<file path="config.mk">
export PLATFORM = sky130hd
export DESIGN_NAME = inc16_arbiter
export DESIGN_NICKNAME = d
export VERILOG_FILES = /design/src/rtl/inc16_arbiter.sv
export SDC_FILE = /design/constraint.sdc
export NUM_CORES = 1
export LEC_CHECK = 0
export BUFFER_PORTS_ARGS = -buffer_cell sky130_fd_sc_hd__buf_2
export CELL_PAD_IN_SITES_DETAIL_PLACEMENT = 0
export CELL_PAD_IN_SITES_GLOBAL_PLACEMENT = 1
export CORE_MARGIN = 4
export CORE_UTILIZATION = 34
export DETAILED_ROUTE_END_ITERATION = 6
export PLACE_DENSITY = 0.91
export SYNTH_ARGS = -nofsm -noshare
export SYNTH_HDL_FRONTEND = slang
export SYNTH_SLANG_ARGS = --single-unit
</file>
<file path="constraint.sdc">
create_clock -name clk -period 4.4 [get_ports clk]
set_input_delay 0.22 -clock clk [delete_from_list [all_inputs] [get_ports clk]]
set_output_delay 0.22 -clock clk [all_outputs]
set_load 0.1 [all_outputs]
</file>
<file path="src/rtl/inc16_arbiter.sv">
// inc16_arbiter: round-robin shared 16-bit incrementer with a registered, backpressured response port
module inc16_arbiter #(
  parameter int N = 4,
  parameter int ID_W = 2
) (
  input  logic            clk,
  input  logic            reset,
  input  logic [N-1:0]    req_valid,
  input  logic [16*N-1:0] req_data,
  output logic [N-1:0]    req_ready,
  output logic            rsp_valid,
  output logic [15:0]     rsp_data,
  output logic [ID_W-1:0] rsp_id,
  output logic            rsp_wrap,
  input  logic            rsp_ready
);
  typedef enum logic {EMPTY, FULL} state_t;
  state_t          state_q, state_d;
  logic [ID_W-1:0] rr_q, rr_d, g, sel, id_q;
  logic [15:0]     data_q, op;
  logic            wrap_q, can_accept, xfer;
  int              idx;
  // Descending scan so the lowest cyclic offset from rr_q wins
  always_comb begin
    g = '0;
    idx = 0;
    sel = '0;
    for (int k = N - 1; k >= 0; k--) begin
      idx = int'(rr_q) + k;
      idx = idx >= N ? idx - N : idx;
      sel = ID_W'(idx);
      if (req_valid[sel]) g = sel;
    end
  end
  assign can_accept = state_q == EMPTY || rsp_ready;
  assign xfer = !reset && can_accept && |req_valid;
  assign op = req_data[16*g +: 16];
  always_ff @(posedge clk) begin
    if (reset) begin
      state_q <= EMPTY;
      rr_q <= '0;
      data_q <= '0;
      id_q <= '0;
      wrap_q <= 1'b0;
    end else begin
      state_q <= state_d;
      rr_q <= rr_d;
      if (xfer) begin
        data_q <= op + 16'd1;
        id_q <= g;
        wrap_q <= &op;
      end
    end
  end
  always_comb begin
    state_d = xfer ? FULL : (rsp_ready ? EMPTY : state_q);
    rr_d = xfer ? (int'(g) == N - 1 ? '0 : g + ID_W'(1)) : rr_q;
  end
  always_comb begin
    req_ready = xfer ? N'(1) << g : '0;
    rsp_valid = state_q == FULL;
    rsp_data = data_q;
    rsp_id = id_q;
    rsp_wrap = wrap_q;
  end
endmodule

</file>
==> results of run 1 <==
-- through the flow --
stage          setup slack, ns  total power [mW]  std cells
2_1_floorplan             1.74              1.08        253
3_3_place_gp              1.10              1.24        404
3_5_place_dp             0.952              1.25        404
4_1_cts                  0.944              1.38        407
5_1_grt                  0.574              1.46        407
6_report                 0.913              1.38        407
-- worst max-delay path: cells and delay by family, from the launching register on --
family | cells | cell delay, ns
buffers and inverters | 1 | 0.33
muxes | 1 | 0.13
and+or+nand+nor | 3 | 1.05
AOI/OAI and AO/OA | 4 | 1.50
DFF | 1 | 0.36
-- final timing paths --
path	from	to	slack (ns)	cells after the start
setup / recovery	rr_q[0]	rsp_data[11]	0.91	9
hold / removal	rsp_ready	rsp_valid	0.27	4
setup reg to reg	rr_q[0]	rsp_data[11]	0.91	9
hold reg to reg	rsp_wrap	rsp_wrap	0.45	2
-- synth_stat cells (4+ instances only) --
library cell and n:
sky130_fd_sc_hd__nand2_1 24, sky130_fd_sc_hd__nand3_1 23, sky130_fd_sc_hd__dfxtp_1 22, sky130_fd_sc_hd__o21ai_0 19, sky130_fd_sc_hd__nand3b_1 17, sky130_fd_sc_hd__a211oi_1 14
sky130_fd_sc_hd__and3_1 13, sky130_fd_sc_hd__clkbuf_1 13, sky130_fd_sc_hd__nor2_1 9, sky130_fd_sc_hd__a21oi_1 8, sky130_fd_sc_hd__and2_1 7, sky130_fd_sc_hd__nand4_1 7
sky130_fd_sc_hd__a31o_2 5, sky130_fd_sc_hd__ha_1 5, sky130_fd_sc_hd__mux2i_1 5, sky130_fd_sc_hd__nor2b_1 5, sky130_fd_sc_hd__nor3_1 5, sky130_fd_sc_hd__xnor2_1 4
-- power by group through the flow --
stage                     Combinational (mW)  Sequential (mW)  Clock, mW
after floorplan                        0.451            0.631          0
after detailed placement               0.966            0.288          0
after CTS                              0.968            0.284      0.124
final                                  0.971            0.282      0.123
after global placement                 0.954            0.286          0
after global routing                    1.04            0.291      0.133
-- registers in the layout, indices dropped and copies added (netlist names) --
register   count
rsp_data      16
rr_q           2
rsp_id         2
rsp_valid      1
rsp_wrap       1
-- placed cells by master (no fill, tap or decap), types with 2 or more instances in the layout --
master | Yosys | final
sky130_fd_sc_hd__nand3_1 | 23 | 23
sky130_fd_sc_hd__nor3b_1 | 3 | 3
sky130_fd_sc_hd__and2_1 | 7 | 7
sky130_fd_sc_hd__nand3b_1 | 17 | 17
sky130_fd_sc_hd__dfxtp_1 | 22 | 22
sky130_fd_sc_hd__ha_1 | 5 | 5
sky130_fd_sc_hd__a31o_2 | 5 | 5
sky130_fd_sc_hd__xnor2_1 | 4 | 4
sky130_fd_sc_hd__mux2i_1 | 5 | 5
sky130_fd_sc_hd__a211o_1 | 3 | 3
sky130_fd_sc_hd__buf_4 | 2 | 3
sky130_fd_sc_hd__nor3_1 | 5 | 5
sky130_fd_sc_hd__and3_1 | 13 | 13
sky130_fd_sc_hd__nand2_1 | 24 | 24
sky130_fd_sc_hd__a2111o_1 | 2 | 2
sky130_fd_sc_hd__inv_2 | 2 | 2
sky130_fd_sc_hd__buf_2 | 1 | 94
sky130_fd_sc_hd__xor2_1 | 3 | 3
sky130_fd_sc_hd__nand4_1 | 7 | 7
sky130_fd_sc_hd__nor4_4 | 2 | 2
sky130_fd_sc_hd__a21oi_1 | 8 | 8
sky130_fd_sc_hd__a21o_1 | 2 | 2
sky130_fd_sc_hd__nor2b_1 | 5 | 5
sky130_fd_sc_hd__inv_1 | 3 | 3
sky130_fd_sc_hd__nor2_1 | 9 | 9
sky130_fd_sc_hd__nor4_1 | 3 | 3
sky130_fd_sc_hd__a311o_1 | 3 | 3
sky130_fd_sc_hd__clkbuf_8 | 0 | 3
sky130_fd_sc_hd__o211ai_1 | 2 | 2
sky130_fd_sc_hd__a211oi_1 | 14 | 14
sky130_fd_sc_hd__or2_2 | 3 | 3
sky130_fd_sc_hd__o21ai_0 | 19 | 19
-- layout make-up --
type	instances	area, µm²
Timing Repair Buffer	97	493
Clock buffer	3	41.3
Sequential cell	22	440
Fill cell	593	3020
Multi-Input combinational cell	208	1370
Tap cell	72	90.1
Inverter	5	18.8
-- layer usage --
| metal | up-vias | part of all wire | wire [µm] |
|---|---|---|---|
| met3 | 12 | 0.065 | 408 |
| met1 | 971 | 0.46 | 2850 |
| li1 | 1109 | - | - |
| met5 | - | 0 | 0 |
| met2 | 79 | 0.45 | 2830 |
| met4 | 0 | 0.026 | 164 |
-- cells by family (layout without fill, tap and decap cells) --
family	Yosys count	after routing	share of synthesized area
AOI/OAI and AO/OA	63	63	0.229
muxes	7	7	0.0378
buffers and inverters	23	105	0.0574
and+or+nand+nor	126	126	0.382
xor gates and xnor gates	7	7	0.0320
adders and majority gates	5	5	0.0326
DFF	22	22	0.230
==> flow_summary.ini, run 1 <==
[worst_setup_path]
critical_path.slowest_cell = sky130_fd_sc_hd__a2111o_1
crit_type = reg -> reg
worst_ep_arrival_time_ns = 3.64
crit_path_cell_trace = nand2b_1 -> a21o_1 -> nand2_2 -> inv_2 -> mux2i_1 -> a2111o_1 -> nor4_4 -> a21oi_1 -> a311o_1
crit_path_end_kind = flop
critical_path_fanouts_max = 23
critPathRequiredTime_ns = 4.55
setup.worst_path.start_class = flop
critical_path.max_stage_delay_ns = 0.54

[sta]
timing.slew.headroom = 0.356
worstMarginPinSlew_ns = 0.960
totalNegativeSetupSlack_ns = 0
final_hold_viol_count = 0
rsz0062_at_grt = false
final_max_slew_viol_count = 0
clock-skew-final_ns = 0.00260
final.period_utilization = 0.793
maxClockFrequency_mhz = 287
timing.final.setup_violations = 0
holdWs_ns = 0.272
min_period_ns = 3.49

[grt]
grt_start_max_net_pins = 31
grt_pass1_vias = 2151
grt_util_all_layers = 0.174
groute.layer.met3.usage = 0.0169
grt_util_met1 = 0.233
first_pass_grt_wire_length_mm = 9.97
overflow = 0
grt.met2_usage = 0.281
number_of_antenna_violations_at_the_first_check_in_global_routing = 0
global_route.peak_usage_layer = met2

[clocking]
cts_post_setup_buffers_inserted = 0
cts-htree-levels = 1
clk_slew_on_worst_s_h_paths_ns = 0.08
clock-sinks = 22
clock_latency_at_the_later_pin_of_the_worst_skew_pair_ns = 0.26
numCtsBuffers = 3
clock_path_buffers = 2
tritoncts = done
cts_resized = 0
ctsHoldBuffers = 0
cts_root_buf = sky130_fd_sc_hd__clkbuf_8

[pwr]
leakage_power_nw = 1.15
power.sequential.fraction = 0.205
vdd_drop_max_uv = 253
power_per_cell_area_nw_per_um2 = 562
comb_power_share = 0.705
share_clk_of_total_power = 0.090
sw_frac_of_total = 0.598
total_switching_power_uw = 823
cell_internal_pwr_uw = 554

[logic_synthesis]
synthesis.nets = 329
synth-seq-area-share = 0.230
yosys_most_used_dff = sky130_fd_sc_hd__dfxtp_1
synth.area.top_cells = sky130_fd_sc_hd__dfxtp_1 (23%), sky130_fd_sc_hd__nand3b_1 (6.7%), sky130_fd_sc_hd__nand3_1 (6.0%), sky130_fd_sc_hd__a211oi_1 (5.5%), sky130_fd_sc_hd__o21ai_0 (5.0%)
ys_async_sr_fraction = 0
syn-mean-instance-area_um2 = 7.58
synth_edf_count = 0
synthCells = 253
ys.warnings.count = 0
synthDominantCellAreaShare = 0.230
synth_cell_types = 45
synth.ff_latch_count = 22
post-synth-top-area-cell = sky130_fd_sc_hd__dfxtp_1
post_synth_instance_area_um2 = 1920

[floorplanning]
coreArea_um2 = 5470
number_of_rows_in_the_core_area = 27
fp.dieW_um = 83.1
initial_core_util = 0.350
io_pins = 95
die_y_um = 83.1
design.die.area_um2 = 6910

[placement]
finalWeightedCongestion = 0.818
count_of_input_and_output_buffers = 94
post-dp-hpwl_mm = 4.97
placedInstanceArea_um2 = 2410

[cells_and_area]
drive_gt1_frac = 0.346
layout-area-overhead-vs-synth_pct = 27.8
final_util = 0.448
n_diodes = 0
finish.net_count = 413
stdcell_area_um2 = 2450

[drt]
routed_via_density = 5.33
drt_iter0_markers = 139
detailedRoute.firstPassIterationCount = 4
route.detailed.wl_per_inst_um = 15.4
count_of_antenna_violating_nets_left_after_detailed_routing = 0
detailroute.via_count = 2171
routed_wire_length_mm = 6.25
route.detailed.drc = 0

[worst_hold_path]
worstHoldPathType = in -> reg

[job]
max-cap-violations = 0

[run_status]
outcome = completed
No activity file was read; power rests on OpenSTA's default activity.
==> inputs of run 2 (changes only) <==
- CORE_UTILIZATION: 34 -> 32
- PLACE_DENSITY: 0.91 -> 0.87
- clock period: 4.4 -> 3.6 ns (I/O delays scaled with it)
==> flow_summary.ini, run 2 (synthesis results as in run 1) <==
[placement]
placedInstanceArea_um2 = 2430
post-dp-hpwl_mm = 4.97
count_of_input_and_output_buffers = 94
finalWeightedCongestion = 0.847
pre_cts_slack_ns = 0.468

[cells_and_area]
layout.cells.most_common = sky130_fd_sc_hd__buf_2
max_reg_flops = 16
fillers = 613
finish.net_count = 416
final_cell_mix = sky130_fd_sc_hd__buf_2 (94), sky130_fd_sc_hd__nand2_1 (24), sky130_fd_sc_hd__nand3_1 (23)
drive_gt1_frac = 0.352
n_diodes = 0
stdcell_area_um2 = 2470
seq_area_um2 = 440
multiInputGateArea_um2 = 1370
layout-area-overhead-vs-synth_pct = 29.0

[sta]
clock-skew-final_ns = 0.00415
holdWs_ns = 0.242
worstMarginPinSlew_ns = 0.915
final.period_utilization = 0.881
final_hold_viol_count = 0
final_max_slew_viol_count = 0
maxClockFrequency_mhz = 315
timing.final.setup_violations = 0
timing.slew.headroom = 0.386
min_period_ns = 3.17
totalNegativeSetupSlack_ns = 0
rsz0062_at_grt = false
setup_slack_ns = 0.429

[drt]
wl_met1_mm = 2.76
detailedRoute.firstPassIterationCount = 4
met2RoutedLength_mm = 3.15
route.detailed.drc = 0
drt_iter0_markers = 90
routed_wire_length_mm = 6.37
count_of_antenna_violating_nets_left_after_detailed_routing = 0
route.detailed.wl_per_inst_um = 15.5
routed-wl-met3_um = 414
routed_via_density = 5.33
detailroute.via_count = 2187
max_layer_used = met4

[worst_setup_path]
critical_path_fanouts_max = 23
crit_path_cell_trace = nand2b_1 -> a21o_1 -> nand2_2 -> inv_2 -> mux2i_1 -> a2111o_1 -> nor4_4 -> a21oi_1 -> a311o_1
crit_type = reg -> reg
critical_path_buf_inv_count = 1
critPathRequiredTime_ns = 3.75
worst_ep_arrival_time_ns = 3.32
critical_path.max_stage_delay_ns = 0.54
cp_top_family = compound AO/OA/AOI/OAI gates
critical_path.slowest_cell = sky130_fd_sc_hd__a2111o_1
crit_path_end_kind = flop
setup.worst_path.start_class = flop

[grt]
number_of_antenna_violations_at_the_first_check_in_global_routing = 0
grt_util_all_layers = 0.171
overflow = 0
grt_pass1_vias = 2140
first_pass_grt_wire_length_mm = 10.3
grt_start_max_net_pins = 25

[pwr]
vdd_drop_max_uv = 506
leakage_power_nw = 1.16
fin_total_pwr_mw = 1.69
power_per_cell_area_nw_per_um2 = 681

[clocking]
cts-htree-levels = 1
clock_path_buffers = 2
clk_slew_on_worst_s_h_paths_ns = 0.08
cts_resized = 0
tritoncts = done
numCtsBuffers = 3
clock-sinks = 22
ctsHoldBuffers = 0
cts_post_setup_buffers_inserted = 0
clock_latency_at_the_later_pin_of_the_worst_skew_pair_ns = 0.26
cts_root_buf = sky130_fd_sc_hd__clkbuf_8

[floorplanning]
initial_core_util = 0.338
coreArea_um2 = 5680
die_y_um = 85.4
io_pins = 95
fp.dieW_um = 85.4
number_of_rows_in_the_core_area = 27
design.die.area_um2 = 7300

[job]
max-cap-violations = 0

[run_status]
outcome = completed

[worst_hold_path]
worstHoldPathType = in -> reg
run 2: changes by cell type in the layout (fill, tap and decap cells not counted):
cell                    previous run  this run
sky130_fd_sc_hd__buf_4             3         6
run 2: path summary, 6_finish.rpt:
check | start | endpoint | slack (ns) | depth (start not counted)
worst min register to register | rsp_id[0] | rsp_id[0] | 0.46 | 2
worst min-delay path | rsp_ready | rsp_valid | 0.24 | 4
worst max register to register | rr_q[0] | rsp_data[11] | 0.43 | 9
worst max-delay path | rr_q[0] | rsp_data[11] | 0.43 | 9
run 2: layout make-up:
type / instances / area share
Multi-Input combinational cell: 208 / 0.553
Timing Repair Buffer: 100 / 0.208
Sequential cell: 22 / 0.178
Tap cell: 72 / 0.0364
Clock buffer: 3 / 0.0167
Inverter: 5 / 0.00759
run 2: worst min-delay path: cells and delay by family:
kind / cells / cell delay [ns]
buffers and inverters: 1 / 0.08
and+or+nand+nor: 3 / 0.20
run 2: metal layers:
metal	track usage	vias to the layer above
li1	-	1116
met2	0.298	65
met5	0	-
met1	0.218	1002
met3	0.0417	4
met4	0.0201	0
run 2: power breakdown:
group          switching, mW  total, mW  leakage (nW)  internal (mW)
registers             0.0364      0.345         0.183          0.309
clock network         0.0780      0.153        0.0216         0.0747
logic                  0.885       1.19         0.959          0.303
total                   1.00       1.69          1.16          0.686
run 2: per-stage QoR:
stage	util	std cells
finish	0.436	410
global route	0.436	410
CTS	0.436	410
detailed placement	0.429	407
global placement	0.429	407
floorplan	-	253
==> inputs of run 3 (changes only) <==
- CELL_PAD_IN_SITES_DETAIL_PLACEMENT: 0 -> unset
- CELL_PAD_IN_SITES_GLOBAL_PLACEMENT: 1 -> unset
- CORE_UTILIZATION: 32 -> 40
- PLACE_DENSITY: 0.87 -> 0.77
==> flow_summary.ini, run 3 (synthesis results as in run 1) <==
[clocking]
tritoncts = done
ctsHoldBuffers = 0
clock_latency_at_the_later_pin_of_the_worst_skew_pair_ns = 0.26
cts_root_buf = sky130_fd_sc_hd__clkbuf_8
clk_slew_on_worst_s_h_paths_ns = 0.07
cts-htree-levels = 1
cts_resized = 0
clock-sinks = 22
cts_post_setup_buffers_inserted = 0
clock_path_buffers = 2
numCtsBuffers = 3

[cells_and_area]
final_cell_mix = sky130_fd_sc_hd__buf_2 (94), sky130_fd_sc_hd__nand2_1 (24), sky130_fd_sc_hd__nand3_1 (23)
fillers = 451
seq_area_um2 = 440
instances_no_fill = 390
n_diodes = 0
multiInputGateArea_um2 = 1370
layout-area-overhead-vs-synth_pct = 27.7
finish.net_count = 416
drive_gt1_frac = 0.352
max_reg_flops = 16
layout.cells.most_common = sky130_fd_sc_hd__buf_2

[floorplanning]
die_y_um = 77.2
number_of_rows_in_the_core_area = 24
io_pins = 95
coreArea_um2 = 4500
design.die.area_um2 = 5970
fp.dieW_um = 77.2
initial_core_util = 0.426

[worst_setup_path]
crit_start = rr_q[1]
worst_ep_arrival_time_ns = 3.38
critical_path.reg2reg.startpoint = rr_q[1]
worst_reg_to_reg_path_cell_count = 9
critical_path.slowest_cell = sky130_fd_sc_hd__a2111o_1
setup.worst_path.start_class = flop
crit_path_cell_trace = nand2_1 -> a211o_2 -> nand2_2 -> inv_2 -> mux2i_1 -> a2111o_1 -> nor4_4 -> a21oi_1 -> a311o_1
setup.reg_to_reg.worst_slack_ns = 0.37
cp_top_family = compound AO/OA/AOI/OAI gates
crit_type = reg -> reg
crit_path_end_kind = flop
critPathRequiredTime_ns = 3.75
critical_path_buf_inv_count = 1
r2r_end = rsp_data[11]
critical_path.max_stage_delay_ns = 0.54
critical_path_fanouts_max = 23

[sta]
final.period_utilization = 0.898
holdWs_ns = 0.245
final_hold_viol_count = 0
clock-skew-final_ns = 0.00357
final_max_slew_viol_count = 0
maxClockFrequency_mhz = 309
timing.final.setup_violations = 0
worstMarginPinSlew_ns = 0.771
rsz0062_at_grt = false
totalNegativeSetupSlack_ns = 0
setup_slack_ns = 0.368
min_period_ns = 3.23
timing.slew.headroom = 0.483

[pwr]
cell_internal_pwr_uw = 685
vdd_drop_max_uv = 373
share_clk_of_total_power = 0.089
sw_frac_of_total = 0.591
leakage_power_nw = 1.16
total_switching_power_uw = 990
power.sequential.fraction = 0.206
power_per_cell_area_nw_per_um2 = 684
comb_power_share = 0.705

[placement]
dpl.cell_count = 387
pre_cts_slack_ns = 0.405
count_of_input_and_output_buffers = 94
finalWeightedCongestion = 0.873
post-dp-hpwl_mm = 4.75

[grt]
number_of_antenna_violations_at_the_first_check_in_global_routing = 0
grt_pass1_vias = 2214
first_pass_grt_wire_length_mm = 9.93
grt_start_max_net_pins = 25
overflow = 0
grt_util_all_layers = 0.200

[drt]
routed_wire_length_mm = 5.97
detailroute.via_count = 2232
route.detailed.wl_per_inst_um = 15.3
count_of_antenna_violating_nets_left_after_detailed_routing = 0
drt_iter0_markers = 120
route.detailed.drc = 0
detailedRoute.firstPassIterationCount = 4
routed_via_density = 5.72

[run_status]
outcome = completed

[worst_hold_path]
startpoint_of_the_most_critical_hold_path = rsp_ready
hold-path-cell-count = 4
hold_path_end = rsp_valid
worstHoldPathType = in -> reg

[job]
max-cap-violations = 0
-- run 3: how the worst max path moves through the flow --
stage / endpoint / slack (ns) / cells past startpoint
after detailed placement: rsp_data[11] / 0.40 / 9
final: rsp_data[11] / 0.37 / 9
after global routing: rsp_data[11] / 0.09 / 9
after global placement: rsp_data[11] / 0.53 / 9
after floorplan: rsp_data[11] / 0.94 / 10
after CTS: rsp_data[11] / 0.40 / 9
-- run 3: power by group through the flow --
stage          combinational [mW]  clock, mW  sequential [mW]
6_report                     1.18      0.149            0.345
5_1_grt                      1.27      0.169            0.353
4_1_cts                      1.18      0.158            0.345
3_5_place_dp                 1.18          0            0.350
3_3_place_gp                 1.16          0            0.348
2_1_floorplan               0.551          0            0.771
-- run 3: cell type report --
cell class,count,share of cell area
Multi-Input combinational cell,208,0.559
Tap cell,52,0.0266
Inverter,5,0.00766
Timing Repair Buffer,100,0.211
Clock buffer,3,0.0169
Sequential cell,22,0.180
-- run 3: per-layer routing --
layer / up-vias / part of all wire / track usage
li1: 1110 / - / -
met1: 1014 / 0.42 / 0.244
met2: 94 / 0.48 / 0.348
met3: 14 / 0.075 / 0.0468
met4: 0 / 0.024 / 0.0569
met5: - / 0 / 0
-- run 3: stage by stage --
step	cell area (µm²)	total power, mW	utilization
after floorplan	1920	1.32	-
after global placement	2410	1.51	0.534
after detailed placement	2410	1.53	0.534
after CTS	2450	1.69	0.544
after global routing	2450	1.79	0.544
final	2450	1.67	0.544
-- run 3: worst register-to-register path, stage by stage, from the launching register on --
cell                       delay [ns]
sky130_fd_sc_hd__dfxtp_1         0.41
sky130_fd_sc_hd__nand2_1         0.09
sky130_fd_sc_hd__a211o_2         0.50
sky130_fd_sc_hd__nand2_2         0.25
sky130_fd_sc_hd__inv_2           0.18
sky130_fd_sc_hd__mux2i_1         0.18
sky130_fd_sc_hd__a2111o_1        0.54
sky130_fd_sc_hd__nor4_4          0.52
sky130_fd_sc_hd__a21oi_1         0.13
sky130_fd_sc_hd__a311o_1         0.33
